## src/rtl/addsub_serial_keyed.sv

```systemverilog
// addsub_serial_keyed: keyed digit-serial adder/subtractor.
//   Computes a+b (mode=0) or a-b (mode=1) DIGIT bits per cycle, LSB digit
//   first, after PRE_DELAY dead cycles. The key is checked once on the start
//   edge; a wrong key flips the initial carry and nothing else, so timing and
//   status are identical but the result is off by one.
// Ports:
//   clk   - clock, rising edge
//   rst   - asynchronous active-high reset
//   en    - start in IDLE, release in DONE, ignored while busy
//   a, b  - operands (WIDTH), sampled on the start edge
//   mode  - 0 = add, 1 = subtract, sampled on the start edge
//   key   - unlock key (KEY_W), compared on the start edge only
//   out   - result register (WIDTH)
//   cout  - final carry; in subtract mode 1 means no borrow
//   busy  - high in PRE and CALC
//   done  - high in DONE
module addsub_serial_keyed #(
  parameter int               WIDTH     = 8,
  parameter int               DIGIT     = 1,
  parameter int               PRE_DELAY = 1,
  parameter int               KEY_W     = 8,
  parameter logic [KEY_W-1:0] KEY       = 8'hA5
) (
  input  logic             clk,
  input  logic             rst,
  input  logic             en,
  input  logic [WIDTH-1:0] a,
  input  logic [WIDTH-1:0] b,
  input  logic             mode,
  input  logic [KEY_W-1:0] key,
  output logic [WIDTH-1:0] out,
  output logic             cout,
  output logic             busy,
  output logic             done
);

  localparam int N       = WIDTH / DIGIT;
  localparam int CNT_MAX = (N > PRE_DELAY) ? N : PRE_DELAY;
  localparam int CW      = $clog2(CNT_MAX) + 1;

  localparam logic [CW-1:0] ONE_C    = CW'(1);
  localparam logic [CW-1:0] LAST_C   = CW'(N - 1);
  localparam logic [CW-1:0] PRE_LAST = CW'(PRE_DELAY - 1);

  typedef enum logic [1:0] {
    IDLE = 2'd0,
    PRE  = 2'd1,
    CALC = 2'd2,
    DONE = 2'd3
  } state_t;

  state_t           state_r, state_next_s;
  logic [WIDTH-1:0] a_r, b_r, out_r, out_next_s;
  logic             carry_r, cout_r, busy_r, done_r;
  logic             busy_next_s, done_next_s;
  logic [CW-1:0]    count_r;
  logic [DIGIT:0]   sum_s;

  // One digit of the sum: low digits of both operands plus the running carry.
  assign sum_s = {1'b0, a_r[DIGIT-1:0]} + {1'b0, b_r[DIGIT-1:0]}
               + {{DIGIT{1'b0}}, carry_r};

  // New digit enters at the MSB end so the first (LSB) digit ends up at bit 0.
  generate
    if (DIGIT == WIDTH) begin : g_full
      assign out_next_s = sum_s[DIGIT-1:0];
    end else begin : g_shift
      assign out_next_s = {sum_s[DIGIT-1:0], out_r[WIDTH-1:DIGIT]};
    end
  endgenerate

  // State register, with busy/done registered from the next state.
  always_ff @(posedge clk or posedge rst) begin
    if (rst) begin
      state_r <= IDLE;
      busy_r  <= 1'b0;
      done_r  <= 1'b0;
    end else begin
      state_r <= state_next_s;
      busy_r  <= busy_next_s;
      done_r  <= done_next_s;
    end
  end

  // Next-state logic.
  always_comb begin
    state_next_s = state_r;
    case (state_r)
      IDLE: begin
        if (en) begin
          state_next_s = (PRE_DELAY > 0) ? PRE : CALC;
        end else begin
          state_next_s = IDLE;
        end
      end
      PRE: begin
        if (count_r == PRE_LAST) begin
          state_next_s = CALC;
        end else begin
          state_next_s = PRE;
        end
      end
      CALC: begin
        if (count_r == LAST_C) begin
          state_next_s = DONE;
        end else begin
          state_next_s = CALC;
        end
      end
      DONE: begin
        if (en) begin
          state_next_s = IDLE;
        end else begin
          state_next_s = DONE;
        end
      end
      default: state_next_s = IDLE;
    endcase
  end

  // Status decode of the state being entered.
  always_comb begin
    busy_next_s = 1'b0;
    done_next_s = 1'b0;
    case (state_next_s)
      PRE:     busy_next_s = 1'b1;
      CALC:    busy_next_s = 1'b1;
      DONE:    done_next_s = 1'b1;
      default: begin
        busy_next_s = 1'b0;
        done_next_s = 1'b0;
      end
    endcase
  end

  // Datapath: operand capture, digit-serial accumulate, result/carry hold.
  // The initial carry alone encodes both subtract (+1 for two's complement)
  // and the key check, so neither mode nor the key result is kept afterwards.
  always_ff @(posedge clk or posedge rst) begin
    if (rst) begin
      a_r     <= '0;
      b_r     <= '0;
      carry_r <= 1'b0;
      count_r <= '0;
      out_r   <= '0;
      cout_r  <= 1'b0;
    end else begin
      case (state_r)
        IDLE: begin
          if (en) begin
            a_r     <= a;
            b_r     <= mode ? ~b : b;
            carry_r <= mode ^ (key != KEY);
            out_r   <= '0;
            count_r <= '0;
          end
        end
        PRE: begin
          if (count_r == PRE_LAST) begin
            count_r <= '0;
          end else begin
            count_r <= count_r + ONE_C;
          end
        end
        CALC: begin
          out_r   <= out_next_s;
          carry_r <= sum_s[DIGIT];
          a_r     <= a_r >> DIGIT;
          b_r     <= b_r >> DIGIT;
          count_r <= count_r + ONE_C;
          if (count_r == LAST_C) begin
            cout_r <= sum_s[DIGIT];
          end
        end
        DONE:    ;
        default: ;
      endcase
    end
  end

  assign out  = out_r;
  assign cout = cout_r;
  assign busy = busy_r;
  assign done = done_r;

endmodule

```

## config.mk

```make
export PLATFORM = sky130hd
export DESIGN_NAME = addsub_serial_keyed
export DESIGN_NICKNAME = d
export VERILOG_FILES = /design/src/rtl/addsub_serial_keyed.sv
export SDC_FILE = /design/constraint.sdc
export NUM_CORES = 1
export LEC_CHECK = 0
export CELL_PAD_IN_SITES_DETAIL_PLACEMENT = 0
export CELL_PAD_IN_SITES_GLOBAL_PLACEMENT = 1
export CORE_ASPECT_RATIO = 1.75
export CORE_MARGIN = 4
export CORE_UTILIZATION = 40
export CTS_CLUSTER_DIAMETER = 80
export DETAILED_ROUTE_END_ITERATION = 8
export HOLD_SLACK_MARGIN = 0.03
export PLACE_DENSITY_LB_ADDON = 0.12
export SETUP_SLACK_MARGIN = 0.4
export SYNTH_ARGS = -nofsm -noshare
export SYNTH_HDL_FRONTEND = slang
export SYNTH_SLANG_ARGS = --single-unit
```

## constraint.sdc

```tcl
create_clock -name clk -period 4 [get_ports clk]
set_input_delay 0.8 -clock clk [delete_from_list [all_inputs] [get_ports clk]]
set_output_delay 0.8 -clock clk [all_outputs]
set_load 0.05 [all_outputs]
```

# After elaboration in Yosys (flattened, before gate mapping)
# Index checks and enable logic that the tools add are counted.
# word_totals
reg_bits	34
input_bits	28
# classes
addsub	3
eq_ne	9
n_mux	19
n_bitwise	2
reduce_logical	8
# ops
op	count
$pmux 8 s2	3
$mux 8	4
$pmux 4 s3	1
$eq 2x2->1 const B	4
$mux 4	2
$ne 8x8->1 const B	1
$not 8->8	1
$pmux 2 s4	1
$reduce_and 2->1	3
$mux 1	5
$add 4x1->4 const B	1
$eq 2x1->1 const B	2
$eq 4x3->1 const B	1
$logic_not 4->1	1
$mux 2	2
$reduce_bool 3->1	1
$add 1x1->2	1
$add 2x1->2	1
$logic_not 2->1	1
$ne 2x2->1 const B	1
$pmux 1 s2	1
$reduce_bool 2->1	1
$reduce_or 2->1	1
$xor 1x1->1	1

# Logic depth before layout (Yosys ltp)
# Gate-level depths: netlist of run 1.
# depth
depth_word	6
depth_mapped	8
mapped_depth_nobuf	7

# Worst setup path before layout of run 1
# OpenSTA, ideal clock, no wires.
# synth_path
path_kind	register to register
from	reg state_r[0]
to	reg count_r[2]
setup_ns	0.118
arrival_ns	1.604
required_ns	3.882
path_slack_ns	2.278
stages_incl_launch_ff	8
path_cell_list	dfrtp_1 > inv_1 > ha_1 > buf_6 > or4b_4 > o211ai_2 > o21bai_1 > a21o_1
# synth_between
elab_chain_len	3
elab_cells_between_ends	7
classes_between	eq/ne: 3; mux: 1; reduce/logical: 3
# synth_lines
element	line_no	text
start, declared	52	state_t state_r, state_next_s;
start signal, assigned	79	state_r <= state_next_s;
$eq 2x2->1, or another cell as far along	148	case (state_r)
$reduce_bool 3->1 (no source line) or $ne 2x2->1 (tied branches)	-	
$reduce_and 2->1 (no source line)	-	
end signal, assigned	162	count_r <= count_r + ONE_C;
end signal, assigned	170	count_r <= count_r + ONE_C;
end, declared	56	logic [CW-1:0] count_r;
# Parallel ways exist; a longest one is shown, timed or not.
# A chain may end at the register's enable or synchronous reset.

# Worst setup path in the final report of run 1
# layout_path
from	in en
to	reg a_r[3]
# layout_between
elab_chain_len	2
# layout_lines
element	line_no	text
start, declared	26	input logic en,
$ne 2x2->1 (no source line)	-	
$reduce_and 2->1 (no source line)	-	
end signal, assigned	168	a_r <= a_r >> DIGIT;
end, declared	53	logic [WIDTH-1:0] a_r, b_r, out_r, out_next_s;
# Every way passes these cells.

==> summary.md, run 1 <==
| Metric | Value |
|---|---|
| Cell taking the most area after synthesis | `dfrtp_1` |
| Total I/O pin count | `39` |
| Hold Path Class | `flop to flop` |
| CTS tree | `done` |
| Clock sinks | `34` |
| Overall power | `between 0.001 and 0.0015 W` |
| Crit start category | `input port` |
| Overall routing resource usage | `15.5%` |
| Die Height | `95.6 um` |
| Most frequent cells in the layout | `40 x nand2_1, 38 x clkdlybuf4s50_1, 34 x dfrtp_1` |
| Min cycle time layout | `between 2 and 3 ns` |
| DR DRC count | `0` |
| CTS max path bufs | `2` |
| Fmax | `0.394 GHz` |
| CTS buffer count | `5` |
| Maximum fanout along the worst path | `28` |
| Final Max Slew Viols | `0` |
| Routed length per placed instance | `13.9 um` |
| Clock slew at the register clock pins of the worst setup and hold paths | `0.07 ns` |
| Hold slack | `0.482 ns` |
| Cell total after placement | `270` |
| Slew @ Worst Pin | `0.990 ns` |
| Final Hold Fails | `0` |
| Cell breakdown of the critical path | `clkdlybuf4s50_1 > nand2_1 > a21boi_2 > buf_4 > o21ai_0` |
| Initial core utilization | `41.8%` |
| Max_cap viols | `0` |
| Routed vias/inst | `5.08` |
| Hold Startpoint | `a_r[6]` |
| Port bufs | `38` |
| Critical path class | `input port to flop` |
| Layout cell share with drive strength beyond 1 | `6.11%` |
| Pwr dens | `575 mW/mm2` |
| Cell row count | `31` |
| Post-route insts no fill | `278` |
| DR vias | `1412` |
| Die ar. | `approximately 0.0055 mm2` |
| Synth Instances | `189` |
| Post-CTS Resized | `0` |
| Worst setup path start | `en` |
| VDD IR-drop max | `0.460 mV` |
| Post-synth top area share | `about half` |
| Gr ovfl total | `0` |
| Syn Area/Cell | `9.27 um2` |
| YS warnings | `0` |
| CTS root buf | `clkbuf_8` |
| Worst r2r src | `state_r[0]` |
| Syn Nets | `225` |
| Most common cell after layout, fill and taps aside | `nand2_1` |
| Arrival time at the worst endpoint | `2.70 ns` |
| Outcome | `finished, final reports clean` |
| ANT cells | `0` |
| Leakage | `slightly below 1 nW` |
| Synth top area cells | `dfrtp_1 49%, nand2_1 8.6%, o21ai_0 8.3%` |
| Fin Setup TNS | `0 ns` |
| First-pass GRT wire length | `6630 um` |
| Post-CTS Setup Inserts | `0` |
| Vias in the first global route | `1425` |
| FF-to-FF setup slack | `1.64 ns` |
| 1st-pass router iterations | `5` |
| Post-DRT Antenna Nets | `0` |
| Mapped cell area | `between 0.0015 and 0.002 mm2` |
| Crit end category | `flop` |
| Post-DP HPWL | `2920 um` |
| Tcrit/Tclk final | `63.4%` |
| Die boundary width | `58.0 um` |
| Routed wire length | `3870 um` |
| Critical path's slowest cell | `a21boi_2` |
| Initial antenna violation count | `0` |
| Pin count of the biggest net entering global routing | `35` |
| Relative slew slack | `33.6%` |
| DRT iter0 DRCs | `48` |
| Synth-to-layout area growth | `29.3%` |
| Core region area | `~0.0042 mm2` |
| GPL Wtd Cong | `0.809` |
| Sequential share of the synthesized area | `48.5%` |
| Critical Path RT | `4.16 ns` |
| Final Skew | `0.00436 ns` |
| FF+latch count, synth | `34` |
| Worst skew pair latency | `between 0.2 and 0.3 ns` |
| Netlist cell types | `29` |
| Cts hold-fix bufs | `0` |
| Final setup fails | `0` |
| RSZ-0062 raised after global routing | `false` |
| Critical Path Max Stage Delay | `between 0.7 and 0.8 ns` |
| Final #Nets | `264` |
| CTS H-tree lvls | `2` |
[report_power, final]
group	switching [W]	leakage, nW	internal, W
sequential	0.0000585	0.443	0.000450
combinational	0.000324	0.497	0.000205
clock	0.000127	0.0472	0.000138
[flip-flops by register name, indices dropped and copies added, names as in the netlist]
name / count
busy: 1
cout: 1
a_r: 8
done: 1
out: 8
b_r: 8
count_r: 4
state_r: 2
carry_r: 1
[metrics by stage]
| stage | util [%] | worst slack [ns] | cell area [um2] |
|---|---|---|---|
| floorplan | - | 2.28 | 1750 |
| global placement | 51.8 | 1.27 | 2170 |
| detailed placement | 51.8 | 1.16 | 2170 |
| CTS | 54.1 | 1.46 | 2270 |
| global route | 54.1 | 1.24 | 2270 |
| finish | 54.1 | 1.46 | 2270 |
[routing by layer]
metal | GRT usage, % | share of wire, % | vias to the layer above
li1 | - | - | 709
met1 | 16.9 | 39 | 675
met2 | 28.4 | 56 | 23
met3 | 3.79 | 3.6 | 5
met4 | 5.80 | 1.7 | 0
met5 | 0 | 0 | -
[cell families (layout without fill, tap and decap cells)]
kind of cell               Yosys count  after routing  share of synthesized area, %
AOI/OAI and AO/OA                   47             47                          14.9
muxes                                8              8                          4.57
buffers and inverters               18             58                          4.57
DFF                                 34             34                          48.5
xor gates and xnor gates             9              9                          4.50
and+or+nand+nor                     65             65                          16.8
adders and majority gates            8              8                          6.14
[path summary, 6_finish.rpt]
path | cells past startpoint | to
max reg2reg | 5 | a_r[3]
max | 5 | a_r[3]
max in group asynchronous | 3 | count_r[0]
min | 2 | a_r[6]
min reg2reg | 2 | a_r[6]
min in group asynchronous | 3 | out[3]
[cell usage after synthesis]
cell and number:
a21o_1 1, a21boi_2 1, xnor2_1 9, inv_1 9, nor2_1 12, nor2b_1 1, fa_1 1, o211ai_2 1
a21oi_1 12, mux2i_1 8, a311oi_1 1, nand3_1 1, nor4b_1 1, or3_1 1, nor3_1 1, nand2_1 40
buf_6 1, nand2b_1 3, nor4bb_1 2, o21bai_1 1, and3_1 1, dfrtp_1 34, buf_2 4, o2bb2ai_1 1
o21ai_0 29, ha_1 7, clkbuf_1 4, nand4b_1 1, or4b_4 1
[layout make-up]
type,instances,area [um2]
inverters,9,33.8
repair buffers,41,403
clock buffers,6,82.6
fillers,418,1920
multi-input cells,137,822
flip-flops and latches,34,851
clock inverters,2,12.5
well taps,49,61.3
[critical path: cells and delay by family]
| kind | cells | cell delay (ns) |
|---|---|---|
| AO/OA/AOI/OAI | 2 | 0.91 |
| buffers and inverters | 2 | 0.82 |
| AND/OR/NAND/NOR | 1 | 0.16 |
Note: power is estimated with default switching activity, not from simulation.
==> run 2: changes to the inputs <==
--- a/config.mk
+++ b/config.mk
@@ -9,7 +9,7 @@
 export CELL_PAD_IN_SITES_GLOBAL_PLACEMENT = 1
 export CORE_ASPECT_RATIO = 1.75
 export CORE_MARGIN = 4
-export CORE_UTILIZATION = 40
+export CORE_UTILIZATION = 34
 export CTS_CLUSTER_DIAMETER = 80
 export DETAILED_ROUTE_END_ITERATION = 8
 export HOLD_SLACK_MARGIN = 0.03
==> constraint.sdc (replaced) <==
create_clock -name clk -period 2.2 [get_ports clk]
set_input_delay 0.44 -clock clk [delete_from_list [all_inputs] [get_ports clk]]
set_output_delay 0.44 -clock clk [all_outputs]
set_load 0.05 [all_outputs]
==> summary.md, run 2 (same netlist as run 1, synthesis figures left out) <==
| Metric | Value |
|---|---|
| RSZ-0062 raised after global routing | `true` |
| Leakage | `1.06 nW` |
| Fin Setup TNS | `0 ns` |
| Cell row count | `34` |
| Die boundary width | `62.3 um` |
| Post-DRT Antenna Nets | `0` |
| Final setup fails | `0` |
| Tcrit/Tclk final | `around 80%` |
| CTS buffer count | `5` |
| Final Skew | `just under 0.009 ns` |
| Fmax | `0.581 GHz` |
| Crit end category | `flop` |
| Slew @ Worst Pin | `0.505 ns` |
| Most common cell after layout, fill and taps aside | `nand2_1` |
| Initial antenna violation count | `0` |
| Design area | `0.00230 mm2` |
| Worst skew pair latency | `0.29 ns` |
| DR vias | `1418` |
| Critical path class | `flop to flop` |
| Die ar. | `0.00641 mm2` |
| Gr ovfl total | `0` |
| Core region area | `about 0.0050 mm2` |
| First-pass GRT wire length | `6740 um` |
| Area occupied by multi-input gates | `825 um2` |
| Final Max Slew Viols | `0` |
| Cts hold-fix bufs | `0` |
| Pin count of the biggest net entering global routing | `46` |
| Total I/O pin count | `39` |
| Port bufs | `38` |
| CTS root buf | `clkbuf_8` |
| Overall routing resource usage | `13.2%` |
| 1st-pass router iterations | `3` |
| DRT iter0 DRCs | `30` |
| Max_cap viols | `0` |
| Pwr dens | `1060 mW/mm2` |
| CTS H-tree lvls | `2` |
| CTS max path bufs | `2` |
| Initial core utilization | `between 30% and 40%` |
| Die Height | `103 um` |
| Outcome | `finished, final reports clean` |
| Clock slew at the register clock pins of the worst setup and hold paths | `0.07 ns` |
| VDD IR-drop max | `0.797 mV` |
| Synth-to-layout area growth | `31.0%` |
| Crit start category | `flop` |
| Layout cell share with drive strength beyond 1 | `7.33%` |
| Arrival time at the worst endpoint | `1.90 ns` |
| Critical path's slowest cell | `or4b_4` |
| Most frequent cells in the layout | `39 x nand2_1, 34 x dfrtp_1, 29 x o21ai_0` |
| Post-DP HPWL | `2850 um` |
| Min cycle time layout | `around 1.7 ns` |
| Vias in the first global route | `roughly 1500` |
| Routed wire length | `3920 um` |
| GPL Wtd Cong | `approximately 0.86` |
| Register area | `851 um2` |
| FF-to-FF setup slack | `0.48 ns` |
| Hold Path Class | `flop to flop` |
| Final #Nets | `267` |
| ANT cells | `0` |
| Maximum fanout along the worst path | `5` |
| Routed vias/inst | `4.96` |
| Cell breakdown of the critical path | `inv_1 > ha_1 > or4b_4 > o211ai_2 > o21bai_1 > a21o_1` |
| Critical Path RT | `around 2.4 ns` |
| Cell Area, Placed | `around 0.0022 mm2` |
| Final Hold Fails | `0` |
| DR DRC count | `0` |
| CTS tree | `done` |
| Routed length per placed instance | `13.7 um` |
| Clock sinks | `34` |
| Relative slew slack | `66.2%` |
| Fill cell count | `500` |
| Critical Path Max Stage Delay | `0.52 ns` |
==> run 2: cell types whose count changed in the layout (fill, tap and decap cells not counted), sizes merged <==
| cell | change |
|---|---|
| clkinvlp | -1 |
| clkdlybuf4s50 | -11 |
| dlygate4sd2 | +11 |
| buf | +3 |
| clkbuf | +1 |
==> run 2: power breakdown <==
part	switching (W)	total, W	internal (W)
combinational	0.000614	0.00103	0.000418
clock	0.000225	0.000477	0.000252
sequential	0.000101	0.000919	0.000818
==> run 2: worst paths after layout <==
path | start | to | cells after the start
worst max-delay path | state_r[0] | count_r[2] | 6
worst min-delay path | out[0] | out[0] | 2
worst max register to register | state_r[0] | count_r[2] | 6
worst min register to register | out[0] | out[0] | 2
max in group asynchronous | rst | carry_r | 3
min in group asynchronous | rst | out[6] | 3
==> run 2: per-layer routing <==
metal	up-vias	part of all wire (%)	track usage [%]
met5	-	0	0
met2	23	54	24.2
li1	713	-	-
met1	674	39	13.5
met4	0	2.2	6.21
met3	8	4.4	4.36
==> run 2: critical path, delay by kind of cell (launching register included) <==
family,cells,cell delay [ns]
AND/OR/NAND/NOR,1,0.52
AO/OA/AOI/OAI,3,0.41
flip-flops,1,0.37
adder cells (fa/ha/maj),1,0.24
buffers and inverters,1,0.08
==> run 2: stage by stage <==
stage | setup WS [ns] | total power (W) | std cells | util [%] | hold WS (ns)
floorplan | 0.478 | 0.00165 | 189 | - | 0.450
global placement | 0.319 | 0.00193 | 276 | 44.1 | 0.464
detailed placement | 0.305 | 0.00197 | 276 | 44.1 | 0.474
CTS | 0.459 | 0.00245 | 284 | 45.8 | 0.486
global route | 0.382 | 0.00264 | 286 | 46.1 | 0.522
finish | 0.479 | 0.00243 | 286 | 46.1 | 0.475
==> run 2: what timing repair did <==
item | 4_1_cts | 5_1_grt
setup buffers | 0 | 2
resized for setup | 12 | 1
endpoints found under the setup margin | 12 | 9
==> run 2: area by class of cell <==
cell class,instances,area share [%]
clock buffer,7,3.76
clock inverter,1,0.218
inverter,9,1.47
multi-input combinational,137,35.9
sequential,34,37.1
tap,54,2.94
timing repair buffer,44,18.6
